## src/rtl/lsu_store_encoder.sv

```systemverilog
// lsu_store_encoder
//   Converts a core store request (byte/halfword/word, right-aligned data)
//   into a single AHB-Lite NONSEQ write. Data is replicated onto the byte
//   lanes and byte enables are derived from the low address bits.
//   Misaligned or invalid-size requests are rejected without touching the bus.
//
// Ports
//   s_clk_i, s_reset_i          clock, asynchronous active-high reset
//   s_req_i / s_ready_o         request handshake (ready only in IDLE)
//   s_addr_i, s_wdata_i, s_size_i  store address, data, size
//   s_haddr_o .. s_hwdata_o     AHB-Lite master outputs
//   s_hready_i, s_hresp_i       AHB-Lite slave response
//   s_be_o                      byte enables of the transfer in flight
//   s_done_o, s_err_o, s_mis_o  one-cycle completion/status pulses
module lsu_store_encoder (
  input  logic        s_clk_i,
  input  logic        s_reset_i,
  input  logic        s_req_i,
  output logic        s_ready_o,
  input  logic [31:0] s_addr_i,
  input  logic [31:0] s_wdata_i,
  input  logic [1:0]  s_size_i,
  output logic [31:0] s_haddr_o,
  output logic [1:0]  s_htrans_o,
  output logic        s_hwrite_o,
  output logic [2:0]  s_hsize_o,
  output logic [31:0] s_hwdata_o,
  input  logic        s_hready_i,
  input  logic        s_hresp_i,
  output logic [3:0]  s_be_o,
  output logic        s_done_o,
  output logic        s_err_o,
  output logic        s_mis_o
);

  typedef enum logic [1:0] {
    StIdle,
    StAddr,
    StData
  } state_e;

  localparam logic [1:0] HtransIdle   = 2'b00;
  localparam logic [1:0] HtransNonseq = 2'b10;

  state_e      r_state;
  state_e      w_state_next;
  logic [31:0] r_addr;
  logic [31:0] r_data;
  logic [1:0]  r_size;
  logic [3:0]  r_be;
  logic        r_done;
  logic        r_err;
  logic        r_mis;

  logic        w_accept;
  logic        w_mis;
  logic [31:0] w_enc_data;
  logic [3:0]  w_enc_be;
  logic        w_done_next;
  logic        w_err_next;

  // Reset also blocks acceptance so nothing is captured while held in reset.
  assign w_accept = s_req_i & (r_state == StIdle) & ~s_reset_i;

  // Alignment check, lane replication and byte enables for the incoming request.
  always_comb begin
    w_mis      = 1'b0;
    w_enc_data = s_wdata_i;
    w_enc_be   = 4'b1111;
    unique case (s_size_i)
      2'b00: begin
        w_mis      = 1'b0;
        w_enc_data = {4{s_wdata_i[7:0]}};
        w_enc_be   = 4'b0001 << s_addr_i[1:0];
      end
      2'b01: begin
        w_mis      = s_addr_i[0];
        w_enc_data = {2{s_wdata_i[15:0]}};
        w_enc_be   = 4'b0011 << {s_addr_i[1], 1'b0};
      end
      2'b10: begin
        w_mis      = |s_addr_i[1:0];
        w_enc_data = s_wdata_i;
        w_enc_be   = 4'b1111;
      end
      2'b11: begin
        w_mis      = 1'b1;
        w_enc_data = s_wdata_i;
        w_enc_be   = 4'b0000;
      end
    endcase
  end

  // Next-state logic.
  always_comb begin
    w_state_next = r_state;
    w_done_next  = 1'b0;
    w_err_next   = 1'b0;
    case (r_state)
      StIdle: begin
        if (w_accept && !w_mis) begin
          w_state_next = StAddr;
        end
      end
      StAddr: begin
        if (s_hready_i) begin
          w_state_next = StData;
        end
      end
      StData: begin
        // hresp with hready low is the first error-response cycle; ignore it.
        if (s_hready_i) begin
          w_state_next = StIdle;
          w_done_next  = ~s_hresp_i;
          w_err_next   = s_hresp_i;
        end
      end
      default: w_state_next = StIdle;
    endcase
  end

  always_ff @(posedge s_clk_i or posedge s_reset_i) begin
    if (s_reset_i) begin
      r_state <= StIdle;
      r_addr  <= 32'h0;
      r_data  <= 32'h0;
      r_size  <= 2'b00;
      r_be    <= 4'h0;
      r_done  <= 1'b0;
      r_err   <= 1'b0;
      r_mis   <= 1'b0;
    end else begin
      r_state <= w_state_next;
      r_done  <= w_done_next;
      r_err   <= w_err_next;
      r_mis   <= w_accept & w_mis;
      if (w_accept) begin
        r_addr <= s_addr_i;
        r_data <= w_enc_data;
        r_size <= s_size_i;
        r_be   <= w_enc_be;
      end
    end
  end

  // Outputs are decoded from state so an asynchronous reset clears them at once.
  always_comb begin
    s_ready_o  = (r_state == StIdle);
    s_htrans_o = HtransIdle;
    s_hwrite_o = 1'b0;
    s_haddr_o  = 32'h0;
    s_hsize_o  = 3'b000;
    s_hwdata_o = 32'h0;
    s_be_o     = 4'h0;
    if (r_state == StAddr) begin
      s_htrans_o = HtransNonseq;
      s_hwrite_o = 1'b1;
      s_haddr_o  = r_addr;
      s_hsize_o  = {1'b0, r_size};
      s_be_o     = r_be;
    end
    if (r_state == StData) begin
      s_hwdata_o = r_data;
      s_be_o     = r_be;
    end
  end

  assign s_done_o = r_done;
  assign s_err_o  = r_err;
  assign s_mis_o  = r_mis;

endmodule

```

## config.mk

```make
export PLATFORM = sky130hd
export DESIGN_NAME = lsu_store_encoder
export DESIGN_NICKNAME = d
export VERILOG_FILES = /design/src/rtl/lsu_store_encoder.sv
export SDC_FILE = /design/constraint.sdc
export NUM_CORES = 1
export LEC_CHECK = 0
export ABC_CLOCK_PERIOD_IN_PS = 3700
export BUFFER_PORTS_ARGS = -buffer_cell sky130_fd_sc_hd__buf_2
export CAP_MARGIN = 30
export CORE_UTILIZATION = 45
export CTS_BUF_LIST = sky130_fd_sc_hd__clkbuf_8
export CTS_CLUSTER_DIAMETER = 120
export DETAILED_ROUTE_END_ITERATION = 12
export PLACE_DENSITY = 0.76
export SETUP_SLACK_MARGIN = 0.15
export SYNTH_ARGS = -nofsm -noshare
export SYNTH_HDL_FRONTEND = slang
export SYNTH_SLANG_ARGS = --single-unit
```

## constraint.sdc

```tcl
create_clock -name s_clk_i -period 3.7 [get_ports s_clk_i]
set_input_delay 0.925 -clock s_clk_i [delete_from_list [all_inputs] [get_ports s_clk_i]]
set_output_delay 0.925 -clock s_clk_i [all_outputs]
set_load 0.01 [all_outputs]
```

==> results.yml, run 1 <==
routing:
  viasPerCell: 4.842
  dr.pass1.iters: 4
  ant_nets: 0
  routedWlPerCell_um: 12.79
  drt-initial-drc-count: 107
  vias: 3186
  drc_errors: 0
  wl_um: 8419
clock_tree:
  cts_num_sinks: 75
  clk_path_buf_depth: 2
  cts_resized: 0
  cts_made_buffers: 9
  path_clk_slew_ns: 0.07
  cts_root_buf: "clkbuf_8"
  cts_max_level: 3
  cts_tree: "yes"
  clock_latency_ns: 0.33
  cts_setup_buffers: 0
  hold_buffers: 0
sta:
  hold_viol: 0
  layout_min_cycle_time_ns: 2.845
  fin_ws_ns: 0.8552
  fmax_ghz: 0.3515
  slew_violations: 0
  tightest_slew_ns: 0.9150
  setup_tns_ns: 0
  rsz0062_at_grt: "no"
  timing.final.crit_share_pct: 76.89
  relSlewSlack_pct: 39.00
  setup_viol: 0
  clock_skew_ns: 0.006820
die:
  dieArea_um2: 8321
  die_h_um: 91.22
  start_util_pct: 46.36
  fp.coreArea_um2: 7727
  pin_count: 149
  die_x_um: 91.22
  rows: 32
pwr:
  power_density_nw_per_um2: 494.0
  switchingPower_uw: 664.3
  p_clk_share_pct: 28.5
  irDropWorstVdd_mv: 0.2285
  p_leak_nw: 2.571
  power.share.combinational_pct: 22.3
  seqPwrFrac_pct: 49.2
  swShare_pct: 29.34
  p_int_mw: 1.600
synth:
  ys_top_cells_by_count: "nand2_1, dfrtp_1, and2_1, nor2_1, a31oi_1"
  synth-seq-cells: 75
  synth_cell_types: 27
  syn-mean-instance-area_um2: 8.549
  async_flop_share_pct: 100.0
  synth_cells: 419
  yosysSeqAreaShare_pct: 52.39
  synth_edf_count: 0
  synthFlopType: "dfrtp_1"
  synth.area.top_cells: "dfrtp_1, nand2_1, and2_1"
  synth_top_area_cell: "dfrtp_1"
  synth.cell_area_um2: 3582
  yosys.area.top_type_share_pct: 52.39
  synth_most_common_cell: "nand2_1"
  yosys_warnings: 0
global_route:
  grt_start_max_net_pins: 76
  grt_pass1_vias: 3003
  grt_remaining_overflow: 0
  grt_usage_pct: 21.39
  grt_pass1_wl_um: 14120
  antenna_found_initial: 0
finish:
  fillers: 699
  drive_gt1_share_pct: 31.83
  antenna_cells: 0
  nets: 622
  area_growth_syn_to_layout_pct: 27.94
placement:
  port-buffer-count: 146
  gp_congestion: 0.7670
  pre_cts_slack_ns: 0.9478
  hpwl_um: 5927
worst_setup_path:
  cp.required_ns: 2.77
  worstSetupEndpoint: "s_haddr_o[31]"
  r2r-start: "r_state[0]"
  worstPathCellList: "nor2b_2 -> buf_4 -> and2_1 -> buf_2"
  max_stage_delay_ns: 0.53
  cp.arrival_ns: 1.92
  r2r_cells: 4
  r2r_slack_ns: 1.53
  setup.worst_path.class: "reg2out"
  slowest_stage: "nor2b_2"
  crit_start: "r_state[0]"
  end_kind: "primary output"
  r2r_end: "r_data[23]"
  critPathLaunchType: "flip-flop"
  cp_max_fo: 23
run:
  maxCapViolCount: 0
status:
  status: "complete, no violations"
hold_path:
  holdCritPathClass: "reg2reg"
==> area by class of cell <==
| type | instances | area [um^2] | area share, % |
|---|---|---|---|
| sequential | 75 | 1877 | 40.95 |
| multi-input combinational | 310 | 1551 | 33.85 |
| timing repair buffer | 152 | 800.8 | 17.47 |
| clock buffer | 12 | 165.2 | 3.604 |
| tap | 102 | 127.6 | 2.785 |
| clock inverter | 4 | 48.80 | 1.065 |
| inverter | 3 | 12.51 | 0.2730 |
==> critical path: cells and delay by family, from the launching register on <==
kind	cells	cell delay (ns)
flops	1	0.43
simple gates	2	0.69
buf+inv	2	0.46
==> placed cells by master (no fill, tap or decap) <==
master      count
nand2_1       155
buf_2         146
dfrtp_1        75
and2_1         66
nor2_1         20
a31oi_1        16
o21ai_1        15
clkbuf_8       12
mux2i_1         8
a22oi_1         8
o21a_1          4
buf_4           4
inv_1           3
a21oi_1         3
nor2b_2         2
o21ba_2         2
conb_1          2
clkinvlp_4      2
buf_12          2
nor4b_2         1
or4b_2          1
nor3_1          1
nand2b_1        1
or2_2           1
nor2b_1         1
nor3_2          1
and3_1          1
clkinv_2        1
mux2_2          1
bufinv_16       1
==> worst min path at each step <==
stage                           from          to  slack (ns)  cells after the start
after floorplan           r_addr[31]  r_addr[31]        0.44                      2
after detailed placement  r_addr[11]  r_addr[11]        0.45                      2
after CTS                 r_addr[11]  r_addr[11]        0.47                      2
final                      r_addr[4]   r_addr[4]        0.47                      2
after global routing      r_addr[23]  r_addr[23]        0.49                      2
after global placement    r_addr[11]  r_addr[11]        0.45                      2
==> flip-flops by register name, indices dropped and copies added (netlist names) <==
name / flops
r_size: 2
r_addr: 32
s_done_o: 1
s_mis_o: 1
r_be: 4
r_data: 32
r_state: 2
s_err_o: 1
==> kinds of logic (layout without fill, tap and decap cells) <==
logic type | count (synthesis) | in the layout | share of synthesized area, %
buffers and inverters | 35 | 171 | 4.715
AO/OA/AOI/OAI | 48 | 48 | 8.383
other | 1 | 2 | 0.1047
flip-flops | 75 | 75 | 52.39
multiplexers | 9 | 9 | 2.550
AND/OR/NAND/NOR | 251 | 251 | 31.86
==> layer usage <==
| layer | vias to the layer above | global-route usage, % | wire length, um |
|---|---|---|---|
| met3 | 9 | 4.606 | 583 |
| met5 | - | 0 | 0 |
| met1 | 1456 | 28.87 | 3874 |
| met2 | 129 | 34.91 | 3882 |
| met4 | 0 | 5.952 | 78 |
| li1 | 1592 | - | - |
==> power groups by stage <==
stage | sequential (mW) | clock, mW | combinational (mW)
after CTS | 1.11 | 0.664 | 0.514
final | 1.11 | 0.646 | 0.505
after global routing | 1.14 | 0.694 | 0.582
after global placement | 1.12 | 0 | 0.495
after detailed placement | 1.12 | 0 | 0.515
after floorplan | 1.09 | 0 | 0.352
==> through the flow <==
step                instances  power, mW  hold slack [ns]  util (%)  area (um^2)
floorplan                 420      1.446           0.4371         -         3586
detailed placement        642      1.640           0.4543     56.54         4369
CTS                       658      2.290           0.4724     59.31         4583
global placement          641      1.614           0.4493     56.28         4349
global route              658      2.412           0.4858     59.31         4583
finish                    658      2.264           0.4674     59.31         4583
No activity file was read; power rests on OpenSTA's default activity.
==> inputs of run 2 (changes only) <==
--- a/config.mk
+++ b/config.mk
@@ -5,14 +5,15 @@
 export SDC_FILE = /design/constraint.sdc
 export NUM_CORES = 1
 export LEC_CHECK = 0
-export ABC_CLOCK_PERIOD_IN_PS = 3700
+export ABC_AREA = 1
+export ABC_CLOCK_PERIOD_IN_PS = 2970
 export BUFFER_PORTS_ARGS = -buffer_cell sky130_fd_sc_hd__buf_2
 export CAP_MARGIN = 30
 export CORE_UTILIZATION = 45
 export CTS_BUF_LIST = sky130_fd_sc_hd__clkbuf_8
 export CTS_CLUSTER_DIAMETER = 120
 export DETAILED_ROUTE_END_ITERATION = 12
-export PLACE_DENSITY = 0.76
+export PLACE_DENSITY = 0.75
 export SETUP_SLACK_MARGIN = 0.15
 export SYNTH_ARGS = -nofsm -noshare
 export SYNTH_HDL_FRONTEND = slang
==> constraint.sdc (replaced) <==
create_clock -name s_clk_i -period 2.97 [get_ports s_clk_i]
set_input_delay 0.7425 -clock s_clk_i [delete_from_list [all_inputs] [get_ports s_clk_i]]
set_output_delay 0.7425 -clock s_clk_i [all_outputs]
set_load 0.01 [all_outputs]
==> run 2 against run 1 <==
Compared with the run above: core utilization up 0.29 points; non-clock buffer count shrank 1; via count increased by 11%; worst hold slack improved by 0.018 ns; synthesized area increased by 3.9%; clock-buffer cell count decreased by 1; register-to-register slack worse by 0.08 ns; critical endpoint is now s_haddr_o[1]; largest power group unchanged.
==> results.yml, run 2 <==
worst_setup_path:
  r2r-start: "r_state[0]"
  setup.worst_path.class: "reg2out"
  crit_start: "r_state[0]"
  critPathLaunchType: "flip-flop"
  end_kind: "primary output"
  cp_max_fo: 35
  cp.arrival_ns: 1.76
  cp.required_ns: 2.23
clock_tree:
  hold_buffers: 0
  clock_latency_ns: 0.34
  cts_tree: "yes"
  cts_resized: 0
  cts_max_level: 3
  cts_num_sinks: 75
  cts_root_buf: "clkbuf_8"
  path_clk_slew_ns: 0.07
  clk_path_buf_depth: 2
  cts_made_buffers: 9
  cts_setup_buffers: 0
global_route:
  grt_pass1_wl_um: 15100
  grt_pass1_vias: 3338
  grt_remaining_overflow: 0
  antenna_found_initial: 0
  met3_usage_pct: 5.501
  grt.busiest_layer: "met2"
  grtUsageMet1_pct: 27.96
  grt_start_max_net_pins: 76
  use_met2_pct: 36.89
  grt_usage_pct: 22.35
synth:
  synth_edf_count: 0
  syn-mean-instance-area_um2: 7.225
  synth_cells: 515
  synth_top_area_cell: "dfrtp_1"
  synth.cell_area_um2: 3721
  ys_top_cells_by_count: "nand2_1, inv_1, nor2_1, dfrtp_1, o21ai_0"
  yosys_warnings: 0
  synth_most_common_cell: "nand2_1"
  synth-seq-cells: 75
  synth_cell_types: 16
  yosys.area.top_type_share_pct: 50.44
  yosysSeqAreaShare_pct: 50.44
  async_flop_share_pct: 100.0
  synthFlopType: "dfrtp_1"
  synth.area.top_cells: "dfrtp_1, nand2_1, o21ai_0"
die:
  start_util_pct: 47.42
  die_h_um: 92.94
  dieArea_um2: 8637
  rows: 32
  fp.coreArea_um2: 7848
  pin_count: 149
  die_x_um: 92.94
finish:
  antenna_cells: 0
  nets: 718
  area_growth_syn_to_layout_pct: 25.69
  top_regs: "r_addr x32, r_data x32, r_be x4"
  fin_area_um2: 4677
  final_common_cell: "buf_2"
  fillers: 737
  drive_gt1_share_pct: 26.23
  multi_input_area_um2: 1350
  layout_common_cells: "buf_2, nand2_1, inv_1"
  regArea_um2: 1877
sta:
  tightest_slew_ns: 0.9431
  slew_violations: 0
  timing.final.crit_share_pct: 84.33
  layout_min_cycle_time_ns: 2.505
  whs_ns: 0.4859
  relSlewSlack_pct: 37.13
  clock_skew_ns: 0.007780
  rsz0062_at_grt: "no"
  setup_tns_ns: 0
  hold_viol: 0
  setup_viol: 0
  fmax_ghz: 0.3992
hold_path:
  holdCritPathClass: "reg2reg"
  hold_start: "r_be[2]"
status:
  status: "complete, no violations"
run:
  maxCapViolCount: 0
placement:
  hpwl_um: 6514
  post_dp_cell_area_um2: 4473
  port-buffer-count: 146
  gp_congestion: 0.9051
routing:
  ant_nets: 0
  drc_errors: 0
  wl_um: 9105
  routedWlPerCell_um: 12.08
  vias: 3531
  dr.pass1.iters: 5
  viasPerCell: 4.683
  drt-initial-drc-count: 118
pwr:
  power_density_nw_per_um2: 596.6
  total_power_mw: 2.790
  irDropWorstVdd_mv: 0.2778
  p_leak_nw: 2.734
-- run 2: changes by cell type in the layout (fill, tap and decap cells not counted), sizes merged, moves of 16 or more --
cell   previous run  this run
inv               3        89
and2             66         0
nor2             20        87
o21ai            15        68
nand2           155       132
nand3             0        23
a31oi            16         0
-- run 2: layer usage --
layer | vias up | wire length [um]
met3 | 17 | 684
met2 | 136 | 4273
met5 | - | 0
met1 | 1585 | 3955
li1 | 1793 | -
met4 | 0 | 192
-- run 2: area by class of cell --
| type | count | area share [%] |
|---|---|---|
| flip-flops and latches | 75 | 40.13 |
| multi-input cells | 321 | 28.87 |
| repair buffers | 151 | 16.69 |
| inverters | 89 | 7.223 |
| clock buffers | 11 | 3.237 |
| well taps | 102 | 2.729 |
| clock inverters | 5 | 1.124 |
-- run 2: power breakdown --
part           internal [mW]  switching, mW  leakage, nW  total, mW
clock                  0.430          0.364        0.110      0.794
combinational          0.236          0.414         1.69      0.650
sequential              1.25         0.0937        0.938       1.35
-- run 2: final timing paths --
path / endpoint / slack (ns) / depth (start not counted)
hold reg to reg: r_be[2] / 0.49 / 2
max in group asynchronous: r_data[28] / 1.57 / 3
hold / removal: r_be[2] / 0.49 / 2
min in group asynchronous: r_data[18] / 0.74 / 3
setup reg to reg: r_addr[19] / 1.45 / 6
setup / recovery: s_haddr_o[1] / 0.47 / 5
-- run 2: logic make-up (layout without fill, tap and decap cells) --
logic type / after synthesis / count (layout) / share of synthesized area (%)
and+or+nand+nor: 243 / 243 / 25.86
other: 1 / 2 / 0.1008
DFF: 75 / 75 / 50.44
buffers and inverters: 120 / 256 / 13.38
AOI/OAI and AO/OA: 76 / 76 / 10.22
-- run 2: worst max-delay path, stage by stage (launching register included) --
cell and delay, ns:
dfrtp_1 0.40, inv_1 0.08, nor2_1 0.26, inv_2 0.31, nor2_1 0.22, buf_2 0.16
-- run 2: metrics by stage --
step	utilization, %	instances	setup WS (ns)
floorplan	-	516	0.1886
global placement	57.00	738	0.8915
detailed placement	57.00	738	0.8214
CTS	59.60	754	0.4467
global route	59.60	754	0.2956
finish	59.60	754	0.4653
==> inputs of run 3 (changes only) <==
--- a/config.mk
+++ b/config.mk
@@ -6,14 +6,14 @@
 export NUM_CORES = 1
 export LEC_CHECK = 0
 export ABC_AREA = 1
-export ABC_CLOCK_PERIOD_IN_PS = 2970
+export ABC_CLOCK_PERIOD_IN_PS = 2100
 export BUFFER_PORTS_ARGS = -buffer_cell sky130_fd_sc_hd__buf_2
 export CAP_MARGIN = 30
 export CORE_UTILIZATION = 45
 export CTS_BUF_LIST = sky130_fd_sc_hd__clkbuf_8
 export CTS_CLUSTER_DIAMETER = 120
 export DETAILED_ROUTE_END_ITERATION = 12
-export PLACE_DENSITY = 0.75
+export PLACE_DENSITY = 0.78
 export SETUP_SLACK_MARGIN = 0.15
 export SYNTH_ARGS = -nofsm -noshare
 export SYNTH_HDL_FRONTEND = slang
==> constraint.sdc (replaced) <==
create_clock -name s_clk_i -period 2.1 [get_ports s_clk_i]
set_input_delay 0.525 -clock s_clk_i [delete_from_list [all_inputs] [get_ports s_clk_i]]
set_output_delay 0.525 -clock s_clk_i [all_outputs]
set_load 0.01 [all_outputs]
==> run 3 against run 2 <==
Compared with the run above: sequential cell count unchanged; critical path type unchanged; cell area is 2.3% higher; highest routed layer unchanged; sequential share of layout area decreased by 0.89 points.
==> results.yml, run 3 (synthesis gave the netlist of run 2 again) <==
worst_setup_path:
  cp_max_fo: 32
  max_stage_delay_ns: 0.39
  slowest_stage: "dfrtp_1"
  setup.worst_path.class: "reg2out"
  end_kind: "primary output"
  cp_num_buf_inv: 3
  cp.required_ns: 1.57
  critPathLaunchType: "flip-flop"
  worstPathCellList: "inv_2 -> nand2_2 -> buf_12 -> nor2_1 -> buf_2"
  crit_family: "buffers and inverters"
  cp.arrival_ns: 1.40
sta:
  clock_skew_ns: 0.005144
  timing.final.crit_share_pct: 91.48
  whs_ns: 0.3609
  layout_min_cycle_time_ns: 1.921
  fmax_ghz: 0.5205
  relSlewSlack_pct: 45.30
  hold_viol: 0
  slew_violations: 0
  setup_viol: 0
  setup_tns_ns: 0
  tightest_slew_ns: 0.8175
  rsz0062_at_grt: "yes"
routing:
  viasPerCell: 4.757
  drt-initial-drc-count: 147
  ant_nets: 0
  dr.pass1.iters: 4
  routedWlPerCell_um: 12.23
  vias: 3620
  wl_um: 9310
  drc_errors: 0
clock_tree:
  cts_made_buffers: 9
  cts_root_buf: "clkbuf_8"
  cts_max_level: 3
  cts_num_sinks: 75
  clock_latency_ns: 0.33
  cts_tree: "yes"
  path_clk_slew_ns: 0.08
  clk_path_buf_depth: 2
die:
  dieArea_um2: 8637
  start_util_pct: 47.42
  die_x_um: 92.94
  die_h_um: 92.94
  fp.coreArea_um2: 7848
  rows: 32
  pin_count: 149
finish:
  antenna_cells: 0
  layout_common_cells: "buf_2, nand2_1, inv_1"
  final_common_cell: "buf_2"
  top_regs: "r_addr x32, r_data x32, r_be x4"
  fillers: 731
  drive_gt1_share_pct: 28.22
  multi_input_area_um2: 1375
  regArea_um2: 1878
  fin_util_pct: 60.99
  area_growth_syn_to_layout_pct: 28.61
  fin_area_um2: 4786
  nets: 725
pwr:
  power_density_nw_per_um2: 830.1
  total_power_mw: 3.973
  irDropWorstVdd_mv: 0.3844
  p_leak_nw: 2.777
status:
  status: "complete, no violations"
hold_path:
  holdCritPathClass: "in2reg"
placement:
  gp_congestion: 0.8375
  port-buffer-count: 146
  post_dp_cell_area_um2: 4511
  hpwl_um: 6509
global_route:
  antenna_found_initial: 0
  grt_remaining_overflow: 0
  grt_pass1_wl_um: 15060
  grt_pass1_vias: 3352
  grt_usage_pct: 22.28
  grt_start_max_net_pins: 76
run:
  maxCapViolCount: 0
run 3: power by group:
part | total (mW) | leakage, nW | internal, mW | switching, mW
Sequential | 1.91 | 0.936 | 1.77 | 0.133
Combinational | 0.983 | 1.74 | 0.370 | 0.612
Clock | 1.09 | 0.103 | 0.571 | 0.514
run 3: area by class of cell:
class                   instances  area share (%)
multi-input cells             321           28.73
clock inverters                 6           1.176
well taps                     102           2.667
repair buffers                157           17.78
repair inverters                1          0.1307
flip-flops and latches         75           39.24
inverters                      89           7.399
clock buffers                  10           2.876
run 3: what timing repair did:
item | 4_1_cts | 5_1_grt
cloned | 1 | 0
pin swaps | 1 | 0
setup endpoints to repair | 70 | 48
hold buffers | 0 | 0
gates resized for setup | 10 | 5
setup buffers | 2 | 1
run 3: path summary, 6_finish.rpt:
| path | slack [ns] | cells past startpoint | endpoint | startpoint |
|---|---|---|---|---|
| min in group asynchronous | 0.37 | 3 | r_data[11] | s_reset_i |
| setup reg to reg | 0.56 | 7 | r_addr[12] | r_state[1] |
| hold / removal | 0.36 | 2 | s_done_o | s_hresp_i |
| hold reg to reg | 0.49 | 2 | r_data[2] | r_data[2] |
| setup / recovery | 0.18 | 5 | s_hwdata_o[9] | r_state[0] |
| max in group asynchronous | 1.43 | 3 | r_state[1] | s_reset_i |
run 3: worst register-to-register path, delay by kind of cell (launching register included):
family	cells	cell delay (ns)
simple gates	3	0.29
flops	1	0.44
compound gates	1	0.10
buf+inv	3	0.63
run 3: layer usage:
| metal | GRT usage [%] | share of wire (%) | vias up |
|---|---|---|---|
| met4 | 8.077 | 1.8 | 0 |
| met5 | 0 | 0 | - |
| met2 | 37.44 | 47 | 155 |
| met1 | 28.40 | 45 | 1636 |
| li1 | - | - | 1812 |
| met3 | 4.516 | 6.9 | 17 |
run 3: through the flow:
stage / setup slack (ns) / cells
after floorplan: -0.4184 / 516
after global placement: 0.3266 / 741
after detailed placement: 0.2866 / 741
after CTS: 0.1554 / 760
after global routing: 0.1234 / 761
final: 0.1789 / 761
